## src/rtl/pipa_pkg.sv

```systemverilog
// Purpose : shared constants and fault-mode encoding for the PIPA loop emulator.
// Latency : none, declarations only.
// Backpressure: none, this package carries no handshakes.
//
// Contents:
//   MODE_SLOTS   slots in one PIPASW moding frame
//   NOMINAL_P    plus slots per frame at zero commanded acceleration (3-3 split)
//   N_MAX        largest per-frame shift of the split away from nominal
//   pipa_fault_e fault modes that can be injected on an axis (PIPA_FAULT_INJ_EN builds)
package pipa_pkg;

   localparam int MODE_SLOTS = 6;
   localparam int NOMINAL_P  = 3;
   localparam int N_MAX      = 3;

   typedef enum logic [1:0] {
      NORMAL = 2'b00,   // ternary pulses follow the moding split
      DROP   = 2'b01,   // pulses suppressed, frame bookkeeping continues
      BOTH   = 2'b10,   // plus and minus fire together on a data strobe
      STUCK  = 2'b11    // plus output held high for as long as the mode lasts
   } pipa_fault_e;

endpackage

```

## src/rtl/pipa_axis.sv

```systemverilog
// Purpose : one PIPA axis; tracks the moding slot, runs the sigma-delta rate
//           accumulator and emits a registered plus or minus pulse per data strobe.
// Latency : 1 core cycle from data-strobe edge to pulse; no backpressure, every edge is consumed.
//
// Ports:
//   clk_i        system clock
//   rst_i        synchronous reset, active-high
//   sw_edge_i    1-cycle pulse, moding switch edge (advances the slot)
//   dat_edge_i   1-cycle pulse, data strobe edge (requests a pulse)
//   cmd_i        signed rate command, two's complement, sampled only at the frame wrap
//   fault_i      fault mode (present only when PIPA_FAULT_INJ_EN is defined)
//   wrap_o       high in the cycle the slot wraps from the last slot back to 0
//   pulse_p_o    registered plus pulse
//   pulse_m_o    registered minus pulse
module pipa_axis
   import pipa_pkg::*;
#(
   parameter int CMD_W  = 8,
   parameter int FRAC_W = 4
) (
   input  logic             clk_i,
   input  logic             rst_i,
   input  logic             sw_edge_i,
   input  logic             dat_edge_i,
   input  logic [CMD_W-1:0] cmd_i,
`ifdef PIPA_FAULT_INJ_EN
   input  logic [1:0]       fault_i,
`endif
   output logic             wrap_o,
   output logic             pulse_p_o,
   output logic             pulse_m_o
);

   // Three guard bits let acc + most-negative command stay representable.
   localparam int ACC_W = CMD_W + 3;

   localparam logic [2:0]             LAST_SLOT = 3'(MODE_SLOTS - 1);
   localparam logic [2:0]             P_RESET   = 3'(NOMINAL_P);
   localparam logic signed [ACC_W-1:0] N_HI     = ACC_W'(N_MAX);
   localparam logic signed [ACC_W-1:0] N_LO     = -N_HI;
   localparam logic signed [ACC_W-1:0] ACC_HI   = ACC_W'(4 << FRAC_W);
   localparam logic signed [ACC_W-1:0] ACC_LO   = -ACC_HI;

   logic [2:0]              slot_q, slot_d;
   logic [2:0]              p_q, p_d;
   logic signed [ACC_W-1:0] acc_q, acc_d;
   logic                    pls_p_q, pls_p_d;
   logic                    pls_m_q, pls_m_d;

   logic signed [ACC_W-1:0] cmd_ext;
   logic signed [ACC_W-1:0] sum;
   logic signed [ACC_W-1:0] n_wide;
   logic signed [2:0]       n_clamp;
   logic signed [ACC_W-1:0] n_ext;
   logic signed [ACC_W-1:0] rem;
   logic signed [ACC_W-1:0] acc_new;
   logic [2:0]              p_new;
   logic                    plus_slot;
   pipa_fault_e             fault;

`ifdef PIPA_FAULT_INJ_EN
   assign fault = pipa_fault_e'(fault_i);
`else
   assign fault = NORMAL;
`endif

   // Frame-end rate update: whole slots of shift leave the accumulator,
   // the fractional remainder carries into the next frame.
   always_comb begin
      cmd_ext = {{3{cmd_i[CMD_W-1]}}, cmd_i};
      sum     = acc_q + cmd_ext;
      n_wide  = sum >>> FRAC_W;             // floor division by 2^FRAC_W

      n_clamp = n_wide[2:0];
      if (n_wide > N_HI) begin
         n_clamp = 3'sd3;
      end else if (n_wide < N_LO) begin
         n_clamp = -3'sd3;
      end

      n_ext = {{(ACC_W-3){n_clamp[2]}}, n_clamp};
      rem   = sum - (n_ext <<< FRAC_W);

      // Anti-windup: a command larger than the clamp can absorb must not
      // build an unbounded backlog of shift.
      acc_new = rem;
      if (rem > ACC_HI) begin
         acc_new = ACC_HI;
      end else if (rem < ACC_LO) begin
         acc_new = ACC_LO;
      end

      // Modulo-8 add maps n in [-3,+3] onto P in [0,6].
      p_new = $unsigned(n_clamp) + P_RESET;
   end

   assign wrap_o    = sw_edge_i && (slot_q == LAST_SLOT);
   assign plus_slot = (slot_q < p_q);

   always_comb begin
      slot_d  = slot_q;
      p_d     = p_q;
      acc_d   = acc_q;
      pls_p_d = 1'b0;
      pls_m_d = 1'b0;

      // Pulse decision uses the registered slot and P, so a data edge that
      // coincides with a switch edge is answered from the pre-advance state.
      if (dat_edge_i) begin
         case (fault)
            NORMAL: begin
               pls_p_d = plus_slot;
               pls_m_d = !plus_slot;
            end
            BOTH: begin
               pls_p_d = 1'b1;
               pls_m_d = 1'b1;
            end
            default: begin
               pls_p_d = 1'b0;
               pls_m_d = 1'b0;
            end
         endcase
      end

      if (fault == STUCK) begin
         pls_p_d = 1'b1;
      end

      if (sw_edge_i) begin
         if (slot_q == LAST_SLOT) begin
            slot_d = 3'd0;
            p_d    = p_new;
            acc_d  = acc_new;
         end else begin
            slot_d = slot_q + 3'd1;
         end
      end
   end

   always_ff @(posedge clk_i) begin
      if (rst_i) begin
         slot_q  <= 3'd0;
         p_q     <= P_RESET;
         acc_q   <= '0;
         pls_p_q <= 1'b0;
         pls_m_q <= 1'b0;
      end else begin
         slot_q  <= slot_d;
         p_q     <= p_d;
         acc_q   <= acc_d;
         pls_p_q <= pls_p_d;
         pls_m_q <= pls_m_d;
      end
   end

   assign pulse_p_o = pls_p_q;
   assign pulse_m_o = pls_m_q;

endmodule

```

## src/rtl/pipa_loop_emulator.sv

```systemverilog
// Purpose : PIPA-side responder to the AGC PIPASW/PIPDAT strobes; returns ternary pulses per axis.
// Latency : 3 SIM_CLK cycles from raw PIPDAT rise to pulse (2 sync + 1 output register).
// Backpressure: none; every detected strobe edge is acted on, the AGC cannot be stalled.
//
// Optional feature: define PIPA_FAULT_INJ_EN to add FLTX/FLTY/FLTZ fault-mode inputs.
//
// Ports:
//   SIM_CLK            system clock
//   SIM_RST            synchronous reset, active-high
//   PIPASW, PIPDAT     AGC moding and data strobes, asynchronous to SIM_CLK
//   CMDX/CMDY/CMDZ     signed per-axis rate command, FRAC_W fractional bits
//   FLTX/FLTY/FLTZ     per-axis fault mode (PIPA_FAULT_INJ_EN builds only)
//   PIPAXp..PIPAZm     registered pulse outputs, plus and minus per axis
//   FRAME_CNT          completed moding frames, wraps at 2^16
module pipa_loop_emulator
   import pipa_pkg::*;
#(
   parameter int CMD_W  = 8,
   parameter int FRAC_W = 4
) (
   input  logic             SIM_CLK,
   input  logic             SIM_RST,
   input  logic             PIPASW,
   input  logic             PIPDAT,
   input  logic [CMD_W-1:0] CMDX,
   input  logic [CMD_W-1:0] CMDY,
   input  logic [CMD_W-1:0] CMDZ,
`ifdef PIPA_FAULT_INJ_EN
   input  logic [1:0]       FLTX,
   input  logic [1:0]       FLTY,
   input  logic [1:0]       FLTZ,
`endif
   output logic             PIPAXp,
   output logic             PIPAXm,
   output logic             PIPAYp,
   output logic             PIPAYm,
   output logic             PIPAZp,
   output logic             PIPAZm,
   output logic [15:0]      FRAME_CNT
);

   // Bits [1:0] form the 2-FF synchronizer; bit [2] is the previous
   // synchronized value used for rising-edge detection.
   logic [2:0]  sw_sync_q;
   logic [2:0]  dat_sync_q;
   logic        sw_edge;
   logic        dat_edge;
   logic [2:0]  wrap;
   logic        frame_wrap;
   logic [15:0] frame_cnt_q, frame_cnt_d;

   always_ff @(posedge SIM_CLK) begin
      if (SIM_RST) begin
         sw_sync_q   <= 3'b000;
         dat_sync_q  <= 3'b000;
         frame_cnt_q <= 16'd0;
      end else begin
         sw_sync_q   <= {sw_sync_q[1:0], PIPASW};
         dat_sync_q  <= {dat_sync_q[1:0], PIPDAT};
         frame_cnt_q <= frame_cnt_d;
      end
   end

   assign sw_edge  = sw_sync_q[1]  && !sw_sync_q[2];
   assign dat_edge = dat_sync_q[1] && !dat_sync_q[2];

   // All axes see the same switch edges, so their wraps coincide.
   assign frame_wrap = |wrap;

   always_comb begin
      frame_cnt_d = frame_cnt_q;
      if (frame_wrap) begin
         frame_cnt_d = frame_cnt_q + 16'd1;
      end
   end

   assign FRAME_CNT = frame_cnt_q;

   pipa_axis #(.CMD_W(CMD_W), .FRAC_W(FRAC_W)) u_axis_x (
      .clk_i      (SIM_CLK),
      .rst_i      (SIM_RST),
      .sw_edge_i  (sw_edge),
      .dat_edge_i (dat_edge),
      .cmd_i      (CMDX),
`ifdef PIPA_FAULT_INJ_EN
      .fault_i    (FLTX),
`endif
      .wrap_o     (wrap[0]),
      .pulse_p_o  (PIPAXp),
      .pulse_m_o  (PIPAXm)
   );

   pipa_axis #(.CMD_W(CMD_W), .FRAC_W(FRAC_W)) u_axis_y (
      .clk_i      (SIM_CLK),
      .rst_i      (SIM_RST),
      .sw_edge_i  (sw_edge),
      .dat_edge_i (dat_edge),
      .cmd_i      (CMDY),
`ifdef PIPA_FAULT_INJ_EN
      .fault_i    (FLTY),
`endif
      .wrap_o     (wrap[1]),
      .pulse_p_o  (PIPAYp),
      .pulse_m_o  (PIPAYm)
   );

   pipa_axis #(.CMD_W(CMD_W), .FRAC_W(FRAC_W)) u_axis_z (
      .clk_i      (SIM_CLK),
      .rst_i      (SIM_RST),
      .sw_edge_i  (sw_edge),
      .dat_edge_i (dat_edge),
      .cmd_i      (CMDZ),
`ifdef PIPA_FAULT_INJ_EN
      .fault_i    (FLTZ),
`endif
      .wrap_o     (wrap[2]),
      .pulse_p_o  (PIPAZp),
      .pulse_m_o  (PIPAZm)
   );

endmodule

```

## config.mk

```make
export PLATFORM = sky130hd
export DESIGN_NAME = pipa_loop_emulator
export DESIGN_NICKNAME = d
export VERILOG_FILES = /design/src/rtl/pipa_pkg.sv /design/src/rtl/pipa_axis.sv /design/src/rtl/pipa_loop_emulator.sv
export SDC_FILE = /design/constraint.sdc
export NUM_CORES = 1
export LEC_CHECK = 0
export CAP_MARGIN = 40
export CORE_MARGIN = 3
export CORE_UTILIZATION = 55
export DETAILED_ROUTE_END_ITERATION = 12
export PLACE_DENSITY = 0.76
export REMOVE_ABC_BUFFERS = 1
export SYNTH_ARGS = -nofsm -noshare
export SYNTH_HDL_FRONTEND = slang
export SYNTH_SLANG_ARGS = --single-unit
```

## constraint.sdc

```tcl
create_clock -name SIM_CLK -period 13.7 [get_ports SIM_CLK]
set_input_delay 2.74 -clock SIM_CLK [delete_from_list [all_inputs] [get_ports SIM_CLK]]
set_output_delay 2.74 -clock SIM_CLK [all_outputs]
set_load 0.02 [all_outputs]
```

==> PnR_summary.wiki <==
{| class="wikitable"
! Metric !! Value
|-
| Run status || finished, final reports clean
|-
| Iter 0 DRT Violations || 472
|-
| Critical Path Sink Type || register
|-
| Clk root buf || clkbuf_8
|-
| Clock latency at the later pin of the worst-skew pair || 360 ps
|-
| Fraction of registers with async set or reset after synthesis || 0%
|-
| Setup-violating endpoint count in the final report || 0
|-
| Unrepaired setup endpoints after global routing || false
|-
| Avg Vias per Cell || 6.02
|-
| Share of power burned in combinational logic || 20.1%
|-
| Post-layout minimum cycle time || 8020 ps
|-
| Classification of the worst setup path || primary input to register
|-
| Path type of the worst min-delay path || register to register
|-
| Count of cells along the worst register-to-register path || 23
|-
| Final hold vios || 0
|-
| Peak clock frequency supported by timing || 0.125 GHz
|-
| Fraction of final layout cells with drive strength greater than 1 || 4.64%
|-
| Relative slew margins || 53.9%
|-
| Number of buffers created by CTS || 9
|-
| Post-detailed-route count of antenna-violating nets || 0
|-
| Number of unique standard cell types used by synthesis || 76
|-
| CTS max path bufs || 2
|-
| Top-Level Pins || 50
|-
| Most instantiated flip-flop cell in the synthesis netlist || dfxtp_1
|-
| WP data arrival || 8250 ps
|-
| # nets final || 838
|-
| Clock sink total || 79
|-
| Total of hold buffers inserted after clock tree synthesis || 0
|-
| Largest net degree at the start of global routing || 65
|-
| Mean area per synthesized cell || 8.18 um^2
|-
| Worst setup skew after layout || 7.80 ps
|-
| Overall die width || 109 um
|-
| TNS Setup || 0 ps
|-
| Setup bufs post-CTS || 0
|-
| Switching share of power || 30.8%
|-
| PwrDens || 75.2 nW/um^2
|-
| Max Cap Viol || 0
|-
| Die extent in y || 109 um
|-
| End of the worst register-to-register path || u_axis_z.acc_q[3]
|-
| DRC errors left || 0
|-
| Clock transition at the registers of the reported paths || 90 ps
|-
| Internal portion of total power || 0.341 mW
|-
| Reg-to-reg startpoint || u_axis_z.acc_q[0]
|-
| Maximum level of the CTS H-tree || 3
|-
| Largest fanout of any net on the critical path || 9
|-
| Area taken by flip-flops and latches || 1580 um^2
|-
| Hold Path Cell Cnt || 1
|-
| Fillers || 857
|-
| Area of the multi-input gates || 3950 um^2
|-
| Required time at the endpoint of the critical path || 13,930 ps
|-
| Setup slack after placement || 5350 ps
|-
| Sequential cell area fraction in the yosys report || 27.3%
|-
| Relative contribution of the clock network to total power || 32.9%
|-
| Vias in the first global route || 5,100
|-
| Final period util || 58.6%
|-
| Antenna violations before repair || 0
|-
| GRT Total Usage || 22.8%
|-
| Count of synthesis-stage warnings from yosys || 0
|-
| Final worst slack || 5680 ps
|-
| Routed length per placed instance || 14.6 um
|-
| Post-detailed-routing wire length || 13,000 um
|-
| Slew at the pin with the worst max-slew slack || 691 ps
|-
| First-pass GRT wire length || 22,200 um
|-
| Clock tree from TritonCTS || done
|-
| Leakage || 2.73 nW
|-
| Routability Congestion || 0.907
|-
| Layout Utilization || 65.5%
|-
| Diode count || 0
|-
| Area growth, synth to finish || 13.2%
|-
| Netlist Area Pre-Place || 5790 um^2
|-
| Net Sw Power || 0.152 mW
|-
| Flop and latch count out of synthesis || 79
|-
| Global route overflow || 0
|-
| DRT Pass-1 Iters || 5
|-
| Worst ir drop on vdd || 0.0000440 V
|-
| Area of the core || 10000 um^2
|-
| Worst hold path startpoint || dat_sync_q[0]
|-
| Flop2flop setup slack || 8180 ps
|-
| CP Launch Type || primary input
|-
| Gate count after technology mapping || 708
|-
| Proportion of power drawn by flip-flops and latches || 47.1%
|-
| Die area || 11,800 um^2
|-
| Final Slew Violations || 0
|-
| Row count || 36
|-
| Half-perimeter wire length after detailed placement || 10,100 um
|-
| Via total after detailed routing || 5,337
|-
| Starting utilization of the core area || 57.9%
|-
| Terminating pin of the worst hold path || dat_sync_q[1]
|-
| Number of instances resized during post-cts repair || 0
|-
| Number of enable flip-flop cells after synthesis || 0
|-
| Input/output buffers || 49
|}
-- layout by cell type, fill, tap and decap left out, drive strengths merged, types with 5 or more instances in the layout --
cell type,n
nand2b,8
xor2,28
mux2i,5
ha,58
clkbuf,9
o41ai,8
nand2,54
and3,8
a31oi,8
a22o,6
inv,50
nor3b,6
dfxtp,79
nand3,18
o31a,5
clkdlybuf4s50,48
a21o,10
o21a,15
a21oi,51
xnor2,21
nor2b,16
o21ai,35
nor3,16
o211ai,13
nand3b,5
and2,6
a21boi,6
or3,6
a311oi,5
a211oi,7
nor2,69
-- power groups by stage --
stage | Combinational [mW] | Sequential (mW) | Clock (mW)
2_1_floorplan | 0.0690 | 0.237 | 0
3_5_place_dp | 0.0968 | 0.237 | 0
4_1_cts | 0.0974 | 0.232 | 0.166
5_1_grt | 0.110 | 0.232 | 0.176
3_3_place_gp | 0.0937 | 0.237 | 0
6_report | 0.0989 | 0.232 | 0.162
-- routing by layer --
layer,part of all wire (%),track usage [%],vias up
met1,47,29.6,2470
met2,47,38.3,175
met5,0,0,-
li1,-,-,2667
met3,4.8,3.82,25
met4,1.5,7.66,0
-- stage by stage --
| step | hold slack [ps] | total power, mW | instance area [um^2] | instances |
|---|---|---|---|---|
| after floorplan | 414 | 0.306 | 5710 | 687 |
| after global placement | 426 | 0.331 | 6370 | 871 |
| final | 453 | 0.493 | 6550 | 887 |
| after detailed placement | 436 | 0.334 | 6370 | 871 |
| after CTS | 456 | 0.496 | 6550 | 887 |
| after global routing | 470 | 0.518 | 6550 | 887 |
-- worst max-delay path by stage --
stage               startpoint                end  slack [ps]  cells after the start
floorplan              CMDZ[0]  u_axis_z.acc_q[2]        6570                     23
global placement       CMDZ[7]  u_axis_z.acc_q[2]        5590                     22
detailed placement     CMDZ[0]  u_axis_z.acc_q[3]        5350                     24
CTS                    CMDZ[0]  u_axis_z.acc_q[3]        5750                     24
global route           CMDZ[0]  u_axis_z.acc_q[2]        5340                     24
finish                 CMDZ[0]  u_axis_z.acc_q[3]        5680                     24
-- registers in the layout (all words and copies together) (netlist names) --
| name | cells |
|---|---|
| u_axis_y.acc_q | 11 |
| u_axis_z.slot_q | 3 |
| u_axis_y.pulse_m_o | 1 |
| u_axis_z.pulse_p_o | 1 |
| u_axis_y.pulse_p_o | 1 |
| u_axis_x.pulse_p_o | 1 |
| dat_sync_q | 3 |
| u_axis_x.slot_q | 3 |
| u_axis_z.pulse_m_o | 1 |
| sw_sync_q | 3 |
| u_axis_x.pulse_m_o | 1 |
| u_axis_z.acc_q | 11 |
| u_axis_y.slot_q | 3 |
| FRAME_CNT | 16 |
| u_axis_y.p_q | 3 |
| u_axis_z.p_q | 3 |
| u_axis_x.acc_q | 11 |
| u_axis_x.p_q | 3 |
-- cell usage after synthesis (7+ instances only) --
library cell	n	share of area, %
o21ai_1	8	0.69
nand2_1	54	3.5
a21o_1	10	1.3
inv_1	47	3.0
dfxtp_1	79	27
nand3_1	18	1.6
xnor2_1	20	3.0
nand2b_1	8	0.86
xor2_1	28	4.2
o41ai_1	7	1.1
a31oi_1	8	0.86
o21ai_0	27	2.3
ha_1	58	13
clkbuf_1	17	1.1
nor2_1	69	4.5
a21oi_1	51	4.4
o211ai_1	13	1.7
nor2b_1	16	1.7
nor3_1	14	1.2
and3_1	8	0.86
o21a_1	15	1.9
-- critical path, cell delays in order --
cell	delay (ps)
clkdlybuf4s50_1	460
ha_1	200
inv_1	70
fa_1	400
nor2b_1	160
o31a_1	230
o21ai_0	200
a21boi_0	270
nand2b_1	360
a21oi_1	150
or3_1	420
ha_1	220
inv_1	70
ha_1	200
or3_1	140
nor2_1	40
nand3_1	80
or4b_2	590
a31oi_1	250
xor2_1	230
a21oi_1	90
o2111a_1	140
mux2i_1	380
o21ai_0	150
-- cell families (layout without fill, tap and decap cells) --
group           count (synthesis)  after routing  synth area share [%]
flops                          79             79                  27.3
buf+inv                        68            114                  4.43
fa+ha+maj                      61             61                  13.6
compound gates                211            211                  25.8
xor+xnor                       49             49                  7.54
mux                             7              7                  1.25
simple gates                  233            233                  20.1
-- final cells by class --
class | instances | share of cell area, %
multi-input combinational | 561 | 60.3
sequential | 79 | 24.1
timing repair buffer | 51 | 7.64
inverter | 47 | 2.69
tap | 133 | 2.54
clock buffer | 9 | 1.89
clock inverter | 7 | 0.840
No activity file was read; power rests on OpenSTA's default activity.
